$ cat src/rtl/regfile_wb_scheduler.sv
// Writeback scheduler for the 32x64 register file: round-robin arbitration of the
// ALU and load producers onto the single write port, plus a pending-write scoreboard.
module regfile_wb_scheduler #(
  parameter int XLEN = 64,
  parameter int NREG = 32,
  parameter int AW   = 5,
  parameter int CW   = 16
) (
  input  logic            clk,
  input  logic            reset,
  input  logic            alu_valid,
  output logic            alu_ready,
  input  logic [AW-1:0]   alu_rd,
  input  logic [XLEN-1:0] alu_data,
  input  logic            mem_valid,
  output logic            mem_ready,
  input  logic [AW-1:0]   mem_rd,
  input  logic [XLEN-1:0] mem_data,
  input  logic            issue_valid,
  input  logic [AW-1:0]   issue_rd,
  input  logic [AW-1:0]   rs1,
  input  logic [AW-1:0]   rs2,
  output logic            stall,
  output logic            RegWrite,
  output logic [AW-1:0]   RD,
  output logic [XLEN-1:0] WriteData,
  output logic [NREG-1:0] busy_vec,
  output logic [CW-1:0]   conflict_cnt
);

  // Handshake: a producer transfers in any cycle where its valid and ready are both
  // high; ready is a pure function of the two valids and the round-robin pointer.
  logic            mem_first_q, mem_first_d;
  logic            regwrite_q, regwrite_d;
  logic [AW-1:0]   rd_q, rd_d;
  logic [XLEN-1:0] wdata_q, wdata_d;
  logic [NREG-1:0] busy_q, busy_d;
  logic [CW-1:0]   cnt_q, cnt_d;

  logic            both_valid;
  logic            xfer;
  logic [AW-1:0]   xfer_rd;
  logic [XLEN-1:0] xfer_data;
  logic            issue_ok;

  assign both_valid = alu_valid & mem_valid;
  assign alu_ready  = alu_valid & ~(mem_valid & mem_first_q);
  assign mem_ready  = mem_valid & ~(alu_valid & ~mem_first_q);
  assign xfer       = alu_ready | mem_ready;
  assign xfer_rd    = mem_ready ? mem_rd : alu_rd;
  assign xfer_data  = mem_ready ? mem_data : alu_data;

  // No bypass from the landing write: busy bits are only read from the register.
  assign stall    = issue_valid & (busy_q[rs1] | busy_q[rs2] | busy_q[issue_rd]);
  assign issue_ok = issue_valid & ~stall;

  always_comb begin
    mem_first_d = mem_first_q;
    if (both_valid) begin
      mem_first_d = ~mem_ready;
    end

    regwrite_d = xfer & (xfer_rd != '0);
    rd_d       = rd_q;
    wdata_d    = wdata_q;
    if (regwrite_d) begin
      rd_d    = xfer_rd;
      wdata_d = xfer_data;
    end

    // Clear first so that a same-index set in this cycle wins.
    busy_d = busy_q;
    if (regwrite_q) begin
      busy_d[rd_q] = 1'b0;
    end
    if (issue_ok && (issue_rd != '0)) begin
      busy_d[issue_rd] = 1'b1;
    end
    busy_d[0] = 1'b0;

    cnt_d = cnt_q;
    if (both_valid && (cnt_q != '1)) begin
      cnt_d = cnt_q + 1'b1;
    end
  end

  always_ff @(posedge clk) begin
    if (reset) begin
      mem_first_q <= 1'b1;
      regwrite_q  <= 1'b0;
      rd_q        <= '0;
      wdata_q     <= '0;
      busy_q      <= '0;
      cnt_q       <= '0;
    end else begin
      mem_first_q <= mem_first_d;
      regwrite_q  <= regwrite_d;
      rd_q        <= rd_d;
      wdata_q     <= wdata_d;
      busy_q      <= busy_d;
      cnt_q       <= cnt_d;
    end
  end

  assign RegWrite     = regwrite_q;
  assign RD           = rd_q;
  assign WriteData    = wdata_q;
  assign busy_vec     = busy_q;
  assign conflict_cnt = cnt_q;

endmodule
$ cat config.mk
export PLATFORM = sky130hd
export DESIGN_NAME = regfile_wb_scheduler
export DESIGN_NICKNAME = d
export VERILOG_FILES = /design/src/rtl/regfile_wb_scheduler.sv
export SDC_FILE = /design/constraint.sdc
export NUM_CORES = 1
export LEC_CHECK = 0
export ABC_CLOCK_PERIOD_IN_PS = 2980
export BUFFER_PORTS_ARGS = -buffer_cell sky130_fd_sc_hd__buf_2
export CAP_MARGIN = 20
export CORE_ASPECT_RATIO = 1.75
export CORE_UTILIZATION = 45
export CTS_CLUSTER_DIAMETER = 50
export CTS_CLUSTER_SIZE = 12
export DETAILED_ROUTE_END_ITERATION = 7
export PLACE_DENSITY = 0.76
export RECOVER_POWER = 50
export SETUP_SLACK_MARGIN = 0.15
export SYNTH_ARGS = -nofsm -noshare
export SYNTH_HDL_FRONTEND = slang
export SYNTH_SLANG_ARGS = --single-unit
$ cat constraint.sdc
create_clock -name clk -period 2.98 [get_ports clk]
set_input_delay 0.596 -clock clk [delete_from_list [all_inputs] [get_ports clk]]
set_output_delay 0.596 -clock clk [all_outputs]
set_load 0.03 [all_outputs]
==> metrics.txt, run 1 <==
type of destination of the critical path=output pin; met2 WL=roughly 12000 um; worst flop-to-flop path endpoint=WriteData[56]; crit path time final=between 2000 and 3000 ps; initial standard-cell utilization of the core=0.4617; outcome=finished, final reports clean; number of enable flip-flop cells after synthesis=0; worst-case hold path end point=WriteData[23]; cells after synthesis=between 800 and 900; detailed-routing wirelength on met1=8226 um; number of antenna violations at the first check in global routing=1; leakage power of the design=approximately 3.7 nW; sort of element at the start of the critical path=flop; final sum of negative setup slack=0 ps; instance area at placement=between 8000 and 9000 um^2; Distinct cells, synth=between 50 and 60; cell at the root of the clock tree=clkbuf_16; met3 WL post-DR=between 1500 and 2000 um; height of the chip=approximately 160 um; # port buffers=between 200 and 300; Area Growth Syn to Fin=34.37%; Synth Flop Type=dfxtp_1; Max Used Layer=met5; critical hold path startpoint=mem_data[23]; count of max-cap constraint violations=0; unrepaired setup endpoints after global routing=yes; maximum net fanout on the critical path=5; depth of the worst register-to-register path=7; pin count of the biggest net entering global routing=67; Worst Path Class, Setup=reg -> out; average vias per placed instance=5.725; CTS tree=built; Top Ports=about 280; flop and latch count out of synthesis=around 120; H-tree levels=4; post-synthesis sequential area ratio=0.3679; Final setup viols=0; die width=approximately 92 um; routability congestion estimate=1.023; detailed-route via count=between 7000 and 8000; Pins Over Slew Limit=0; share of flip-flops with an asynchronous set or reset after synthesis=0; share of the clock period used by the worst path=0.9905; total wire length after detailed routing=roughly 24000 um; required time reported for the critical path endpoint=about 2400 ps; Slew HR=0.1200; worst clock skew on the final layout=~9.9 ps; DP HPWL=17310 um; library cell occupying the most area in the post-synthesis netlist=dfxtp_1; smallest setup slack after layout=28.22 ps; global routing usage summed across all routing layers=0.3163; final cell count without fillers=about 1300; First DRT Iteration DRCs=roughly 440; dominant cells by area after synthesis=dfxtp_1 37%, nand2_1 9.8%, a311oi_1 9.1%, nor2_1 5.7%, mux2i_1 4.1%; layout cell share with drive strength beyond 1=0.2610; Layout Nets=roughly 1200; Min-Delay Path Depth=3; Reg clk slew, reported paths=60 ps; grt ovf=0; number of detailed-routing iterations run before antenna repair=5; number of clock buffers inserted by TritonCTS=17; post-DR wirelength/cell=18.57 um; Synth warnings=0; start of the worst register-to-register path=mem_first_q; core area=about 14000 um^2; post-route cell area=8628 um^2; synthesized area=6421 um^2; first-pass GRT wire length=~36000 um; Worst Path Arrival=between 2000 and 2500 ps; Final Total Pwr=between 0.004 and 0.005 W; Synth Net Count=roughly 970; ratio of total power to cell area=around 560 nW/um^2; post-placement worst setup slack=34.91 ps; Sinks on Clock Net=about 120; register-to-register setup slack=around 500 ps; vias in the first global route=6917; clock tree buffer depth=2; remaining antenna violation count=0; standard-cell rows=57; Worst Tran Pin Value=approximately 1300 ps; timing-limited maximum frequency=~0.34 GHz; endpoints failing hold=0; Mean Syn Cell Area=7.937 um^2; DRC violation count after routing=0; largest vdd supply drop=0.0006009 V; Worst-Skew Late Latency=about 400 ps; Total Die Area=14770 um^2; share of the synthesized area in the top cell type=0.3679; hold crit path type=in -> reg; Fillers=~1300; Post-Place Cells=around 1200
==> cell families (layout without fill, tap and decap cells) <==
kind of cell | count (synthesis) | in the layout | share of synthesized area
simple gates | 402 | 402 | 0.2898
compound gates | 156 | 156 | 0.1878
flops | 118 | 118 | 0.3679
buf+inv | 76 | 355 | 0.05670
mux | 41 | 41 | 0.07619
xor+xnor | 14 | 14 | 0.01910
fa+ha+maj | 1 | 1 | 0.001948
other cells | 1 | 2 | 0.0005840
==> worst max-delay path, cell delays in order (launching register included) <==
cell and delay [ps]:
dfxtp_2 340, mux4_2 470, nand4_1 140, o311ai_4 120
nor4b_4 220, nand4_1 200, o31a_1 310, buf_6 140
==> report_power, final <==
part	leakage [nW]	internal, W	switching (W)	total, W
clock	0.305	0.00149	0.000732	0.00222
sequential	0.976	0.00167	0.0000692	0.00174
combinational	2.39	0.000289	0.000578	0.000867
==> layout by cell type, fill, tap and decap left out, types with 3 or more instances in the layout <==
cell type    n
buf_12       4
nand3b_1    22
buf_2      163
buf_4       35
o21ai_1      6
o21ai_0     38
nor3_1       7
mux2_2       7
and3_1       5
o41ai_2      6
a311oi_1    67
or2_2        5
xnor2_1      3
inv_1        7
dfxtp_4      3
nand2b_1     7
mux4_2       5
clkbuf_16   17
clkbuf_1   112
bufinv_16    5
o32a_1       3
a31oi_1      4
a21oi_1      8
dfxtp_1    107
dfxtp_2      8
mux2i_1     26
o22ai_1      3
nor4_1       4
nand2_1    167
nor2b_1     26
nand4_1      9
xor2_1      11
nor2_1      98
nand3_1     35
nor3b_1      5
==> per-layer routing <==
layer | vias to the layer above | global-route usage
met5 | - | 0
met4 | 2 | 0.2024
met3 | 88 | 0.07619
met2 | 372 | 0.5606
met1 | 3355 | 0.3253
li1 | 3431 | -
==> through the flow <==
step / util / hold slack, ps
after detailed placement: 0.5761 / 487.8
after floorplan: - / 513.5
after global routing: 0.6202 / 435.1
final: 0.6204 / 445.6
after CTS: 0.6295 / 430.0
after global placement: 0.5761 / 482.6
==> sequential cells by signal, summed over array words and instances, names as in the netlist <==
name          count
conflict_cnt     16
WriteData        64
mem_first_q       1
busy_vec         31
RegWrite          1
RD                5
==> synthesized netlist by cell type (all sizes together), types with 3 or more instances <==
cell	number
a21oi	10
a311oi	67
a31oi	4
and3	5
buf	29
clkbuf	39
dfxtp	118
inv	8
mux2	10
mux2i	26
mux4	5
nand2	167
nand2b	7
nand3	35
nand3b	22
nand4	9
nor2	98
nor2b	26
nor3	9
nor3b	5
nor4	4
o21ai	44
o22ai	3
o32a	3
o41ai	8
or2	5
xnor2	3
xor2	11
==> area by class of cell <==
class	count	area [um^2]	share of cell area
tap	177	221.5	0.02567
sequential	118	2384	0.2762
timing repair buffer	315	1603	0.1858
multi-input combinational	615	3750	0.4346
clock buffer	20	436.7	0.05061
clock inverter	12	201.4	0.02335
inverter	8	30.03	0.003480
antenna	1	2.502	0.0002900
==> timing repair <==
action                     CTS  global route
buffers inserted             4             1
pin swaps                    5             2
hold buffers                 0             0
gates resized for setup     26             4
setup endpoints to repair    1             1
==> worst max-delay path by stage <==
stage,slack [ps],startpoint,cells after the start,to
2_1_floorplan,160,issue_rd[1],7,stall
3_3_place_gp,40,issue_rd[4],8,stall
3_5_place_dp,30,rs1[1],8,stall
4_1_cts,40,busy_vec[31],7,stall
5_1_grt,-10,busy_vec[31],7,stall
6_report,30,busy_vec[31],7,stall
(Power assumes the default switching activity.)
==> run 2: changes to the inputs <==
CORE_UTILIZATION = 48   (was 45)
PLACE_DENSITY = 0.81   (was 0.76)
==> metrics.txt, run 2 (same netlist as run 1, synthesis figures left out) <==
global-route track usage on met2=0.6085 (+0.04790); most frequent cells in the layout=200 x buf_2, 167 x nand2_1, 109 x dfxtp_1; violations in the final reports=setup timing; Worst Path Arrival=2410 ps (+50 ps); fraction of the core area covered by cells at the end of the flow=0.6612 (+0.04076); Sinks on Clock Net=118 (unchanged); first-pass GRT wire length=36940 um (+2.0%); Worst Tran Pin Value=1475 ps (+155.0 ps); average vias per placed instance=5.834 (+1.9%); Reg clk slew, reported paths=60 ps (about the same); share of the clock period used by the worst path=1.007 (+0.01690); vias in the first global route=6995 (+1.1%); buffer count from post-CTS setup fixing=0 (-4); Pins Over Slew Limit=0 (unchanged); layout cell share with drive strength beyond 1=0.2932 (+0.03217); sw frac=0.2944 (+0.008509); initial standard-cell utilization of the core=0.4937 (+0.03198); timing-limited maximum frequency=0.3331 GHz (-1.7%); pin count of the biggest net entering global routing=72 (+7.5%); First DRT Iteration DRCs=528 (+19%); detailed-route via count=7362 (+1.6%); routability congestion estimate=1.024 (+0.17%); outcome=finished with violations; worst clock skew on the final layout=12.11 ps (+2.178 ps); Clk network pwr share=0.455 (-0.005); die width=89.43 um (-3.1%); CTS tree=built; commonest non-fill, non-tap cell in the layout=buf_2; count of max-cap constraint violations=0 (unchanged); ratio of total power to cell area=556.1 nW/um^2 (-0.48%); global routing usage summed across all routing layers=0.3603 (+0.04396); largest vdd supply drop=0.0004995 V (-17%); core area=13010 um^2 (-6.5%); # port buffers=277 (unchanged); final sum of negative setup slack=-22.13 ps (-22.13 ps); H-tree levels=4 (unchanged); Most Crowded Layer GR=met2; post-placement worst setup slack=-91.29 ps (-126.2 ps); Total Die Area=13860 um^2 (-6.1%); smallest setup slack after layout=-22.13 ps (-50.35 ps); remaining antenna violation count=0 (unchanged); Combinational Power Share=0.181 (about the same); number of detailed-routing iterations run before antenna repair=5 (unchanged); post-DR wirelength/cell=19.42 um (+4.6%); maximum net fanout on the critical path=7 (+2); portion of total power attributed to sequential cells=0.364 (+0.004); DP HPWL=17580 um (+1.6%); Top Ports=279 (unchanged); cell at the root of the clock tree=clkbuf_16; endpoints failing hold=0 (unchanged); P_int=0.003374 W (-2.0%); max reg flops=64 (unchanged); instance area at placement=8016 um^2 (about the same); met1 usage in global routing=0.3662 (+0.04097); sort of element at the start of the critical path=primary input; number of antenna violations at the first check in global routing=1 (unchanged); leakage power of the design=3.764 nW (+2.7%); type of destination of the critical path=output pin; hold crit path type=in -> reg; met3 Resource Use GR=0.1310 (+0.05484); Worst Path Class, Setup=in -> out; final-layout worst hold slack=440.7 ps (-4.868 ps); Area Growth Syn to Fin=33.92%; Layout Nets=1234 (unchanged); total wire length after detailed routing=24510 um (+4.3%); DRC violation count after routing=0 (unchanged); switching power of the nets=0.001408 W (+2.1%); clock tree buffer depth=2 (unchanged); grt ovf=0 (unchanged); post-route cell area=8600 um^2 (-0.33%); crit path time final=3002 ps (+50.35 ps); Slew HR=0.01666 (-0.1034); Final setup viols=1 (+1); standard-cell rows=55 (-3.5%); unrepaired setup endpoints after global routing=yes; required time reported for the critical path endpoint=2380 ps (about the same); height of the chip=155.0 um (-3.1%); Worst-Skew Late Latency=410 ps (about the same); number of clock buffers inserted by TritonCTS=17 (unchanged)
run 2: power groups by stage:
stage	combinational [W]	clock [W]	sequential, W
4_1_cts	0.000875	0.00219	0.00174
6_report	0.000865	0.00218	0.00174
2_1_floorplan	0.000380	0	0.00193
5_1_grt	0.000927	0.00226	0.00175
3_3_place_gp	0.000862	0	0.00176
3_5_place_dp	0.000870	0	0.00177
run 2: final cells by class:
| class | count | area, um^2 |
|---|---|---|
| flip-flops and latches | 118 | 2381 |
| fillers | 1191 | 4407 |
| well taps | 171 | 214.0 |
| repair buffers | 315 | 1609 |
| clock inverters | 12 | 176.4 |
| multi-input cells | 615 | 3735 |
| inverters | 8 | 30.03 |
| clock buffers | 20 | 446.7 |
| diodes | 3 | 7.507 |
run 2: path summary, 6_finish.rpt:
check	to	slack, ps	cells after the start	from
worst max-delay path	stall	-20	8	issue_rd[1]
worst min-delay path	WriteData[54]	440	3	mem_data[54]
worst max register to register	busy_vec[26]	720	7	busy_vec[31]
worst min register to register	WriteData[22]	500	2	WriteData[22]
run 2: critical path, cell delays in order:
cell and delay [ps]:
buf_4 140, mux4_2 500, nand4_1 110, o311ai_1 140, nor4b_2 260, nand4_1 200
o31a_1 280, buf_2 180
run 2: layer usage:
layer / up-vias / part of all wire
li1: 3441 / -
met1: 3408 / 0.34
met2: 415 / 0.50
met3: 96 / 0.093
met4: 2 / 0.061
met5: - / 0.00045
run 2: what timing repair did:
action	CTS	global route
hold buffers	0	0
pin swaps	1	2
resized for setup	1	20
endpoints found under the setup margin	1	1
run 2: metrics by stage:
| step | instances | total power, W |
|---|---|---|
| global placement | 1227 | 0.002626 |
| CTS | 1259 | 0.004803 |
| floorplan | 809 | 0.002310 |
| global route | 1259 | 0.004938 |
| detailed placement | 1227 | 0.002638 |
| finish | 1262 | 0.004782 |
==> run 3: changes to the inputs <==
==> constraint.sdc (replaced) <==
create_clock -name clk -period 2.98 [get_ports clk]
set_input_delay 0.596 -clock clk [delete_from_list [all_inputs] [get_ports clk]]
set_output_delay 0.596 -clock clk [all_outputs]
set_load 0.01 [all_outputs]
==> metrics.txt, run 3 (same netlist as run 1, synthesis figures left out) <==
instance area at placement=7961 um^2 (-0.69%); post-DR wirelength/cell=19.27 um (-0.79%); routability congestion estimate=1.048 (+2.3%); DRC violation count after routing=0 (unchanged); Worst-Skew Late Latency=410 ps (about the same); met1 usage in global routing=0.3839 (+0.01770); met3 Resource Use GR=0.1252 (-0.005836); vias in the first global route=6890 (-1.5%); Final setup viols=0 (-1); grt ovf=0 (unchanged); maximum net fanout on the critical path=5 (-2); endpoints failing hold=0 (unchanged); Worst Tran Pin Value=1359 ps (-115.6 ps); smallest setup slack after layout=30.45 ps (+52.58 ps); count of max-cap constraint violations=0 (unchanged); largest vdd supply drop=0.0004518 V (-9.5%); required time reported for the critical path endpoint=2380 ps (about the same); Reg clk slew, reported paths=50 ps (about the same); Top Ports=279 (unchanged); cell at the root of the clock tree=clkbuf_16; layout cell share with drive strength beyond 1=0.2907 (-0.002458); Worst Path Class, Setup=reg -> out; sort of element at the start of the critical path=flop; Final Total Pwr=0.004480 W (-6.3%); Worst Path Arrival=2350 ps (-60 ps); H-tree levels=4 (unchanged); number of antenna violations at the first check in global routing=4 (+3); total wire length after detailed routing=24230 um (-1.2%); most frequent cells in the layout=205 x buf_2, 167 x nand2_1, 109 x dfxtp_1; Fillers=1148 (-3.6%); hold crit path type=in -> reg; crit path time final=2950 ps (-52.58 ps); pin count of the biggest net entering global routing=73 (+1.4%); Layout Nets=1227 (-0.57%); final cell count without fillers=1257 (-0.40%); Area Growth Syn to Fin=32.79%; Post-Place Cells=1218 (-0.73%); CTS tree=built; leakage power of the design=3.735 nW (-0.77%); ratio of total power to cell area=525.4 nW/um^2 (-5.5%); final sum of negative setup slack=0 ps (+22.13 ps); first-pass GRT wire length=37140 um (+0.54%); core area=13010 um^2 (unchanged); max reg flops=64 (unchanged); sequential cell area=2379 um^2 (-0.10%); share of the clock period used by the worst path=0.9898 (-0.01765); detailed-route via count=7248 (-1.5%); # port buffers=277 (unchanged); post-placement worst setup slack=-33.46 ps (+57.83 ps); Pins Over Slew Limit=0 (unchanged); worst clock skew on the final layout=5.401 ps (-6.709 ps); unrepaired setup endpoints after global routing=yes; number of detailed-routing iterations run before antenna repair=6 (+1); Most Crowded Layer GR=met2; initial standard-cell utilization of the core=0.4937 (unchanged); height of the chip=155.0 um (unchanged); timing-limited maximum frequency=0.3390 GHz (+1.8%); outcome=finished, final reports clean; multi-input combinational cell area=3741 um^2 (+0.17%); Slew HR=0.09374 (+0.07708); number of clock buffers inserted by TritonCTS=17 (unchanged); die width=89.43 um (unchanged); commonest non-fill, non-tap cell in the layout=buf_2; DP HPWL=17550 um (-0.18%); Sinks on Clock Net=118 (unchanged); remaining antenna violation count=0 (unchanged); global routing usage summed across all routing layers=0.3622 (+0.001943); First DRT Iteration DRCs=464 (-12%); post-route cell area=8527 um^2 (-0.84%); type of destination of the critical path=output pin; Total Die Area=13860 um^2 (unchanged); average vias per placed instance=5.766 (-1.2%); standard-cell rows=55 (unchanged); clock tree buffer depth=2 (unchanged); global-route track usage on met2=0.5961 (-0.01236)
[run 3: final cells by class]
cell class / count / area share
Timing Repair Buffer: 308 / 0.1839
Inverter: 8 / 0.003522
Antenna cell: 6 / 0.001761
Clock buffer: 21 / 0.05282
Clock inverter: 10 / 0.01526
Multi-Input combinational cell: 615 / 0.4387
Sequential cell: 118 / 0.2789
Tap cell: 171 / 0.02509
[run 3: timing repair]
| action | 4_1_cts | 5_1_grt |
|---|---|---|
| buffers inserted | 1 | 1 |
| hold buffers | 0 | 0 |
| endpoints found under the setup margin | 1 | 2 |
| pin swaps | 2 | 2 |
| resized for setup | 3 | 15 |
[run 3: power by group]
group	switching, W	internal (W)	total, W
combinational	0.000431	0.000284	0.000715
clock	0.000700	0.00132	0.00202
sequential	0.0000718	0.00167	0.00174
total	0.00120	0.00328	0.00448
[run 3: final timing paths]
| kind | start | end | slack, ps | cells past startpoint |
|---|---|---|---|---|
| worst min register to register | WriteData[36] | WriteData[36] | 490 | 2 |
| worst max register to register | busy_vec[25] | busy_vec[24] | 580 | 8 |
| worst min-delay path | mem_data[15] | WriteData[15] | 450 | 3 |
| worst max-delay path | busy_vec[25] | stall | 30 | 7 |
[run 3: per-stage QoR]
| stage | util | hold slack, ps |
|---|---|---|
| floorplan | - | 513.5 |
| global placement | 0.6121 | 481.6 |
| detailed placement | 0.6121 | 486.9 |
| CTS | 0.6577 | 436.9 |
| global route | 0.6546 | 439.6 |
| finish | 0.6556 | 446.3 |
[run 3: worst max-delay path, cell delays in order, from the launching register on]
cell	delay [ps]
dfxtp_4	380
mux4_2	460
nand4_1	120
o311ai_2	130
nor4b_4	260
nand4_1	180
o31a_1	280
buf_2	140
[run 3: per-layer routing]
metal | up-vias | share of wire
met2 | 378 | 0.50
met3 | 93 | 0.091
li1 | 3427 | -
met4 | 4 | 0.062
met5 | - | 0.0013
met1 | 3346 | 0.34
